[config.mk]
export PLATFORM = sky130hd
export DESIGN_NAME = game_ctrl
export DESIGN_NICKNAME = d
export VERILOG_FILES = /design/src/rtl/game_pkg.sv /design/src/rtl/frame_sync.sv /design/src/rtl/game_ctrl.sv
export SDC_FILE = /design/constraint.sdc
export NUM_CORES = 1
export LEC_CHECK = 0
export CAP_MARGIN = 0
export CORE_UTILIZATION = 40
export CTS_CLUSTER_DIAMETER = 80
export CTS_CLUSTER_SIZE = 8
export DETAILED_ROUTE_END_ITERATION = 7
export DONT_BUFFER_PORTS = 1
export HOLD_SLACK_MARGIN = 0.12
export SETUP_SLACK_MARGIN = 0.05
export SLEW_MARGIN = 0
export SYNTH_ARGS = -nofsm -noshare
export SYNTH_HDL_FRONTEND = slang
export SYNTH_SLANG_ARGS = --single-unit
[constraint.sdc]
create_clock -name CLK -period 1.94 [get_ports CLK]
set_input_delay 0.388 -clock CLK [delete_from_list [all_inputs] [get_ports CLK]]
set_output_delay 0.388 -clock CLK [all_outputs]
set_load 0.01 [all_outputs]
[src/rtl/game_pkg.sv]
// Shared types and constants for the dinosaur-runner game controller.
package game_pkg;

  localparam int unsigned LIVES_W = 4;
  localparam int unsigned STATE_W = 2;

  localparam logic [STATE_W-1:0] STATE_IDLE  = 2'd0;
  localparam logic [STATE_W-1:0] STATE_RUN   = 2'd1;
  localparam logic [STATE_W-1:0] STATE_PAUSE = 2'd2;
  localparam logic [STATE_W-1:0] STATE_OVER  = 2'd3;

  typedef enum logic [STATE_W-1:0] {
    ST_IDLE  = STATE_IDLE,
    ST_RUN   = STATE_RUN,
    ST_PAUSE = STATE_PAUSE,
    ST_OVER  = STATE_OVER
  } game_state_t;

endpackage

[src/rtl/frame_sync.sv]
// Frame boundary detector: vs falling edge as a combinational strobe plus a
// registered one-cycle frame_tick on the edge that ends the boundary cycle.
module frame_sync (
  input  logic CLK,
  input  logic RESET_N,
  input  logic vs,
  output logic boundary_c,
  output logic frame_tick
);

  logic vs_d;

  assign boundary_c = vs_d & ~vs;

  always_ff @(posedge CLK or negedge RESET_N) begin
    if (!RESET_N) begin
      vs_d       <= 1'b0;
      frame_tick <= 1'b0;
    end else begin
      vs_d       <= vs;
      frame_tick <= boundary_c;
    end
  end

endmodule

[src/rtl/game_ctrl.sv]
// Frame-synchronised game state controller (IDLE/RUN/PAUSE/OVER, lives, score, speed).
// Define GAME_CTRL_PAUSE_EN to enable the PAUSE state; otherwise pause_btn is ignored.
module game_ctrl
  import game_pkg::*;
#(
  parameter int unsigned LIVES            = 3,
  parameter int unsigned SCORE_W          = 16,
  parameter int unsigned FRAMES_PER_POINT = 6,
  parameter int unsigned SCORE_STEP       = 100,
  parameter int unsigned SPEED_W          = 4,
  parameter int unsigned MAX_SPEED        = 15
) (
  input  logic               CLK,
  input  logic               RESET_N,
  input  logic               vs,
  input  logic               start_btn,
  input  logic               pause_btn,
  input  logic               collide,
  output logic [1:0]         state,
  output logic               running,
  output logic               frame_tick,
  output logic [SCORE_W-1:0] score,
  output logic [SPEED_W-1:0] speed,
  output logic [LIVES_W-1:0] lives
);

  localparam int unsigned FC_W = (FRAMES_PER_POINT > 1) ? $clog2(FRAMES_PER_POINT) : 1;
  localparam int unsigned SC_W = (SCORE_STEP > 1) ? $clog2(SCORE_STEP) : 1;
  localparam logic [FC_W-1:0]    FC_LAST    = FC_W'(FRAMES_PER_POINT - 1);
  localparam logic [SC_W-1:0]    SC_LAST    = SC_W'(SCORE_STEP - 1);
  localparam logic [LIVES_W-1:0] LIVES_INIT = LIVES_W'(LIVES);
  localparam logic [SPEED_W-1:0] SPEED_MAX  = SPEED_W'(MAX_SPEED);
  localparam logic [SCORE_W-1:0] SCORE_MAX  = '1;
`ifdef GAME_CTRL_PAUSE_EN
  localparam bit PAUSE_EN = 1'b1;
`else
  localparam bit PAUSE_EN = 1'b0;
`endif

  game_state_t       state_r, state_nxt;
  logic              boundary_c;
  logic              start_d, pause_d;
  logic              start_pend, pause_pend, coll_pend;
  logic              start_pend_nxt, pause_pend_nxt, coll_pend_nxt;
  logic              start_ev_c, pause_ev_c, coll_ev_c;
  logic              running_nxt;
  logic [LIVES_W-1:0] lives_nxt;
  logic [SCORE_W-1:0] score_nxt;
  logic [SPEED_W-1:0] speed_nxt;
  logic [FC_W-1:0]    frame_cnt, frame_cnt_nxt;
  logic [SC_W-1:0]    step_cnt, step_cnt_nxt;

  frame_sync u_frame_sync (
    .CLK        (CLK),
    .RESET_N    (RESET_N),
    .vs         (vs),
    .boundary_c (boundary_c),
    .frame_tick (frame_tick)
  );

  assign state = state_r;

  // Events seen in the boundary cycle itself count at that boundary.
  assign start_ev_c = start_pend | (start_btn & ~start_d);
  assign pause_ev_c = pause_pend | (pause_btn & ~pause_d);
  assign coll_ev_c  = coll_pend | collide;

  always_ff @(posedge CLK or negedge RESET_N) begin
    if (!RESET_N) begin
      state_r    <= ST_IDLE;
      running    <= 1'b0;
      start_d    <= 1'b0;
      pause_d    <= 1'b0;
      start_pend <= 1'b0;
      pause_pend <= 1'b0;
      coll_pend  <= 1'b0;
      lives      <= LIVES_INIT;
      score      <= '0;
      speed      <= '0;
      frame_cnt  <= '0;
      step_cnt   <= '0;
    end else begin
      state_r    <= state_nxt;
      running    <= running_nxt;
      start_d    <= start_btn;
      pause_d    <= pause_btn;
      start_pend <= start_pend_nxt;
      pause_pend <= pause_pend_nxt;
      coll_pend  <= coll_pend_nxt;
      lives      <= lives_nxt;
      score      <= score_nxt;
      speed      <= speed_nxt;
      frame_cnt  <= frame_cnt_nxt;
      step_cnt   <= step_cnt_nxt;
    end
  end

  always_comb begin
    state_nxt      = state_r;
    start_pend_nxt = start_ev_c;
    pause_pend_nxt = pause_ev_c;
    coll_pend_nxt  = coll_ev_c;
    lives_nxt      = lives;
    score_nxt      = score;
    speed_nxt      = speed;
    frame_cnt_nxt  = frame_cnt;
    step_cnt_nxt   = step_cnt;

    if (boundary_c) begin
      start_pend_nxt = 1'b0;
      pause_pend_nxt = 1'b0;
      coll_pend_nxt  = 1'b0;
      case (state_r)
        ST_IDLE: begin
          if (start_ev_c) state_nxt = ST_RUN;
        end
        ST_RUN: begin
          if (coll_ev_c) begin
            if (lives <= LIVES_W'(1)) begin
              state_nxt = ST_OVER;
              lives_nxt = '0;
            end else begin
              lives_nxt = lives - LIVES_W'(1);
            end
          end else if (PAUSE_EN && pause_ev_c) begin
            state_nxt = ST_PAUSE;
          end else if (frame_cnt == FC_LAST) begin
            frame_cnt_nxt = '0;
            // Step counter freezes once the score has saturated.
            if (score != SCORE_MAX) begin
              score_nxt = score + SCORE_W'(1);
              if (step_cnt == SC_LAST) begin
                step_cnt_nxt = '0;
                if (speed < SPEED_MAX) speed_nxt = speed + SPEED_W'(1);
              end else begin
                step_cnt_nxt = step_cnt + SC_W'(1);
              end
            end
          end else begin
            frame_cnt_nxt = frame_cnt + FC_W'(1);
          end
        end
        ST_PAUSE: begin
          if (pause_ev_c || start_ev_c) state_nxt = ST_RUN;
        end
        ST_OVER: begin
          if (start_ev_c) begin
            state_nxt     = ST_RUN;
            score_nxt     = '0;
            speed_nxt     = '0;
            lives_nxt     = LIVES_INIT;
            frame_cnt_nxt = '0;
            step_cnt_nxt  = '0;
          end
        end
        default: state_nxt = ST_IDLE;
      endcase
    end

    running_nxt = (state_nxt == ST_RUN);
  end

endmodule

==> impl_results.md, run 1 <==
- Min cycle time layout: 1.906 ns
- Rel. slew slack: 0.7250
- Vias per cell: 5.772
- GR met1 Demand/Resource: 0.2454
- WL final: 5928 um
- Met2 Use GR: 0.3276
- Worst hold path type: primary input to flop
- Seq cells post-synth: 44
- First-pass GRT wire length: 9384 um
- CP arrival: 2.11 ns
- Htree depth: 2
- IO buf count: 0
- Final std cells w/o fill: 377
- Max cap viols: 0
- Adder-cell share of the synthesized area: 0.04739
- Sequential Area: 1106 sq um
- CTS clk-pin slew, worst paths: 0.09 ns
- DR iter-0 viols: 98
- Nature of the critical path endpoint: flop
- Synth Area in XOR/XNOR: 0
- Gr usage total: 0.1915
- Outcome: completed
- Leakage: 1.327 nW
- Post-synth EDFFs: 0
- Initial antenna violation count: 0
- Footprint of the multi-input gates: 1360 sq um
- Sequential fraction of the synthesis area: 0.4645
- Slew @ Worst Pin: 0.4094 ns
- Yosys warns: 0
- Fin nets: 319
- Largest net degree at the start of global routing: 45
- DRC viols: 0
- Hpwl dp: 4035 um
- GRT met3 Usage: 0.03563
- Root Buffer: clkbuf_8
- Most Crowded Layer GR: met2
- DP Area: 2751 sq um
- CTS tree: built
- Synth Flop Type: dfrtp_1
- FP Rows: 27
- Final instance area: 3108 sq um
- Synthesized cell area: 2376 sq um
- CP cell instances: inv_2, ha_4, or3b_4, nor2_8, o2111ai_1, buf_4, o41ai_2
- Maximum fanout along the worst path: 10
- Syn Area/Cell: 9.354 sq um
- Die width: 79.07 um
- Async SR Flop Fraction: 1.000
- Vias: 2,176
- Worst-skew pair later-pin latency: 0.31 ns
- IO Pins: 34
- Max VDD drop: 0.7454 mV
- Setup TNS: 0 ns
- Max Slew Vio Count: 0
- Post-route ant nets: 0
- Layout cell share with drive strength beyond 1: 0.3016
- TritonCTS Sinks: 44
- Initial core utilization: 0.4237
- Fin util: 0.5542
- Power per Cell Area: 1065 nW/um^2
- Fmax: 0.5248 GHz
- Drt wl/cell: 15.72 um
- Cells after Synth: 254
- Post-Synth Simple-Gate Area: 0.2017
- Post-synthesis compound-gate area fraction: 0.2522
- Clock Skews: 0.005181 ns
- CP peak stage delay: 0.43 ns
- Mux cell area share after synthesis: 0.004213
- Die height: 79.07 um
- Slowest-stage cell, CP: dfrtp_2
- CP Class: flop to flop
- RSZ-0062 raised after global routing: yes
- Dpl cells: 355
- CTS Buffer Depth: 2
- Core Area: 5608 sq um
- Post-synth cell types: 45
- Die area: 6252 sq um
- Largest family of logic cells by synthesized area: compound AO/OA/AOI/OAI gates
- # fillers: 511
- GP Congestion: 0.8178
- Power Total: 3.309 mW
- Final Hold Vio Count: 0
- Vias in the first global route: 1,992
- Area grow syn2layout: 30.81%
- CTS Buf Count: 5
- Ant diodes: 0
- Total gr overflow: 0
- Fin crit share: 0.9823
- Synthesized Nets: 269
- Final Setup Violations: 0
- Crit path launch type: flop
- Req. time, crit path: 2.15 ns
- TritonRoute pass-1 iters: 4
[flip-flops by register name, indices dropped and copies added (netlist names), 2 cells and up]
| signal | cells |
|---|---|
| score | 16 |
| step_cnt | 7 |
| lives | 4 |
| speed | 4 |
| frame_cnt | 3 |
| state | 2 |
[cell type report]
class                      instances  area share
sequential                        44      0.3559
multi-input combinational        193      0.4376
timing repair buffer              50      0.1357
inverter                          10     0.01208
clock inverter                     3    0.007649
clock buffer                       5     0.02214
tap                               72     0.02899
[cells in the final DEF, fill, tap and decap left out, drive strengths merged, types with 2 or more instances in the layout]
cell type,n
clkbuf,5
clkinvlp,2
o31a,2
buf,46
nand3,11
nand4,3
o41ai,6
nand2,21
a21oi,10
o21ai,39
dfstp,2
and3,3
nor2b,5
nor2,17
inv,10
and2,4
a21o,2
o221ai,2
ha,9
nor3,5
or2,5
and4,2
a31oi,6
dfrtp,42
dlygate4sd3,4
o31ai,13
nand2b,5
a41oi,3
o211ai,3
a32oi,2
[final timing paths]
path | endpoint | slack, ns | start | cells past startpoint
worst min-delay path | coll_pend | 0.23 | collide | 2
max in group asynchronous | lives[1] | 1.09 | RESET_N | 2
worst max register to register | score[5] | 0.03 | state[1] | 7
min in group asynchronous | lives[2] | 0.60 | RESET_N | 2
worst min register to register | frame_cnt[1] | 0.48 | frame_cnt[1] | 1
worst max-delay path | score[5] | 0.03 | state[1] | 7
[logic make-up (layout without fill, tap and decap cells)]
| kind of cell | Yosys count | after routing |
|---|---|---|
| compound gates | 93 | 94 |
| fa+ha+maj | 9 | 9 |
| buf+inv | 18 | 68 |
| flops | 44 | 44 |
| mux | 1 | 1 |
| simple gates | 89 | 89 |
[worst max-delay path: cells and delay by family (launching register included)]
family	cells	cell delay, ns
simple gates	2	0.56
buf+inv	2	0.29
fa+ha+maj	1	0.12
compound gates	2	0.42
flops	1	0.43
[metrics by stage]
stage | hold WS, ns | setup slack, ns
floorplan | 0.09241 | 0.05367
global placement | 0.09385 | 0.06195
detailed placement | 0.09385 | 0.002719
CTS | 0.2220 | 0.009567
global route | 0.2376 | -0.08075
finish | 0.2306 | 0.03436
[synthesized netlist by cell type, types with 2 or more instances]
library cell   n  area (sq um)
or2_2          3         18.77
dfrtp_1       42          1051
and4_1         2         17.52
nand2b_1       5         31.28
a32oi_1        2         17.52
nor3_1         5         25.02
ha_1           9         112.6
nor2_1        16         60.06
and3_1         3         18.77
a31oi_1        6         37.54
o31ai_1       13         97.59
or2_1          2         12.51
nor2b_1        5         31.28
a41oi_1        3         26.28
nand4_1        3         18.77
clkbuf_1       5         18.77
nand2_1       21         78.83
o211ai_1       3         22.52
a21o_1         2         15.01
o41ai_1        6         52.55
and2_1         4         25.02
o21ai_0       39         195.2
dfstp_2        2         52.55
a21oi_1       10         50.05
buf_2          3         15.01
inv_1         10         37.54
nand3_1       11         55.05
o31a_1         2         17.52
[where the power goes]
part | internal, mW | leakage [nW] | switching [mW] | total, mW
clock | 0.255 | 0.0404 | 0.350 | 0.606
sequential | 1.09 | 0.569 | 0.165 | 1.26
combinational | 0.608 | 0.718 | 0.838 | 1.45
total | 1.96 | 1.33 | 1.35 | 3.31
[layer usage]
metal	wire length [um]	part of all wire
met3	255	0.043
met4	64	0.011
met1	2658	0.45
met5	0	0
met2	2949	0.50
[repair_timing]
item | CTS | global route
buffers inserted | 0 | 8
hold buffers | 5 | 0
hold endpoints to repair | 47 | 0
endpoints found under the setup margin | 14 | 35
pin swaps | 1 | 4
gates cloned | 0 | 1
resized for setup | 2 | 35
No activity file was read; power rests on OpenSTA's default activity.
==> inputs of run 2 (changes only) <==
--- a/config.mk
+++ b/config.mk
@@ -6,12 +6,13 @@
 export NUM_CORES = 1
 export LEC_CHECK = 0
 export CAP_MARGIN = 0
-export CORE_UTILIZATION = 40
+export CORE_UTILIZATION = 50
 export CTS_CLUSTER_DIAMETER = 80
 export CTS_CLUSTER_SIZE = 8
 export DETAILED_ROUTE_END_ITERATION = 7
 export DONT_BUFFER_PORTS = 1
 export HOLD_SLACK_MARGIN = 0.12
+export PLACE_DENSITY = 0.68
 export SETUP_SLACK_MARGIN = 0.05
 export SLEW_MARGIN = 0
 export SYNTH_ARGS = -nofsm -noshare
==> run 2 against run 1 <==
Compared with the run above:
- power grew 2.2%
- register-to-register slack lost 0.02 ns
- cell count shrank 4.2%
- maximum frequency shrank 1.2%
- utilization grew 17 points
- critical path depth is the same
- wire length grew 4.8%
- non-clock buffer count grew 4
- first-iteration DRC count grew 56%
- combinational power grew 6%
==> impl_results.md, run 2 (synthesis results as in run 1) <==
- Largest regs: score (16), step_cnt (7)
- TritonRoute pass-1 iters: 6
- Dpl cells: 336
- Routed wl met3: 393 um
- IO Pins: 34
- Area grow syn2layout: 36.34%
- Most frequent cells in the layout: dfrtp_1, buf_4, nand2_1
- Leakage: 1.380 nW
- Max reg flops: 16
- Req. time, crit path: 2.15 ns
- Initial antenna violation count: 0
- Nature of the critical path endpoint: flop
- CTS Buffer Depth: 2
- First-pass GRT wire length: 10,020 um
- Final Hold Vio Count: 0
- Slowest-stage cell, CP: dfrtp_2
- # fillers: 317
- Largest reg by FF count: score
- Largest net degree at the start of global routing: 45
- Fin crit share: 0.9942
- TritonCTS Sinks: 44
- Critical Path Source: state[1]
- CP peak stage delay: 0.41 ns
- Reg2Reg Depth: 7
- CTS tree: built
- Max cap viols: 0
- Ant diodes: 0
- Hold Path Depth: 2
- Internal Power: 2.033 mW
- Delay-heaviest family, CP: simple AND/OR/NAND/NOR gates
- Rel. slew slack: 0.6347
- Final Setup Violations: 0
- Gr usage total: 0.2571
- Vias in the first global route: 2,117
- Drt wl/cell: 17.20 um
- Vias: 2,257
- Power per Cell Area: 1044 nW/um^2
- CTS Buf Count: 5
- Die area: 5032 sq um
- DP Area: 2734 sq um
- Htree depth: 2
- Worst R2R Start: state[1]
- Clock Skews: 0.003569 ns
- Comb pwr share: 0.453
- Final std cells w/o fill: 361
- Slew @ Worst Pin: 0.5456 ns
- Setup TNS: 0 ns
- M1 WL: 2699 um
- Outcome: completed
- Fmax: 0.5185 GHz
- Die height: 70.94 um
- CP cell instances: inv_2, ha_4, or3b_4, nor2_8, o2111ai_4, or2_4, o31ai_2
- Core Area: 4474 sq um
- Final instance area: 3239 sq um
- Max VDD drop: 0.8539 mV
- Flop pwr share: 0.373
- GP Congestion: 0.8101
- WL met2: 3038 um
- Max Slew Vio Count: 0
- Vias per cell: 6.252
- DRC viols: 0
- Min cycle time layout: 1.929 ns
- CP Class: flop to flop
- Sequential Area: 1106 sq um
- P_sw: 1.350 mW
- IO buf count: 0
- CP arrival: 2.14 ns
- Footprint of the multi-input gates: 1475 sq um
- Root Buffer: clkbuf_8
- Worst path bufs/invs: 1
- Most common cell after layout, fill and taps aside: dfrtp_1
- DR iter-0 viols: 153
- Worst hold start: collide
- Die width: 70.94 um
- Clock Power Share: 0.174
- Top routing layer in use: met4
- WL final: 6211 um
- Sw Share: 0.3990
- Layout cell share with drive strength beyond 1: 0.3398
- WP depth: 7
- Initial core utilization: 0.5310
- Worst hold path type: primary input to flop
- Maximum fanout along the worst path: 6
- Total gr overflow: 0
- Fin nets: 323
- RSZ-0062 raised after global routing: yes
- CTS clk-pin slew, worst paths: 0.08 ns
- Crit path launch type: flop
- Worst-skew pair later-pin latency: 0.29 ns
- Post-route ant nets: 0
- FP Rows: 24
- Hpwl dp: 3946 um
-- run 2: through the flow --
step	utilization	worst slack, ns	hold slack, ns	power, mW
4_1_cts	0.6739	-0.02795	0.2367	3.211
3_5_place_dp	0.6110	-0.07444	0.09329	2.534
6_report	0.7240	0.01123	0.2474	3.383
2_1_floorplan	-	0.05367	0.09241	2.109
5_1_grt	0.7240	-0.06734	0.2572	3.642
3_3_place_gp	0.6110	-0.01209	0.09343	2.493
-- run 2: worst reg2reg max path, cell delays in order (launching register included) --
cell and delay (ns):
dfrtp_2 0.41, inv_2 0.07, ha_4 0.12, or3b_4 0.41, nor2_8 0.19, o2111ai_4 0.17
or2_4 0.30, o31ai_2 0.18
-- run 2: final cells by class --
class,count,area share
multi-input combinational,193,0.4554
clock buffer,8,0.02781
sequential,44,0.3414
inverter,10,0.01159
tap,52,0.02008
timing repair buffer,54,0.1437
-- run 2: metal layers --
metal / vias up / track usage
li1: 1063 / -
met1: 1103 / 0.3333
met2: 82 / 0.4135
met3: 9 / 0.06695
met4: 0 / 0.1044
met5: - / 0
-- run 2: power groups by stage --
stage,combinational (mW),sequential (mW),clock [mW]
after detailed placement,1.26,1.28,0
after CTS,1.35,1.26,0.600
after floorplan,0.801,1.31,0
after global placement,1.22,1.27,0
final,1.53,1.26,0.588
after global routing,1.72,1.28,0.645
-- run 2: path summary, 6_finish.rpt --
check / endpoint / slack, ns
worst max-delay path: score[14] / 0.01
worst min-delay path: coll_pend / 0.25
worst max register to register: score[14] / 0.01
worst min register to register: frame_cnt[1] / 0.51
max in group asynchronous: lives[0] / 1.10
min in group asynchronous: score[4] / 0.58
-- run 2: what timing repair did --
action                                 in CTS  in global routing
setup endpoints to repair                  16                 32
gates resized for setup                    23                 54
gates cloned                                2                  0
hold buffers                                5                  0
buffers inserted                            6                  4
pin swaps                                   6                 13
endpoints found under the hold margin      47                  0
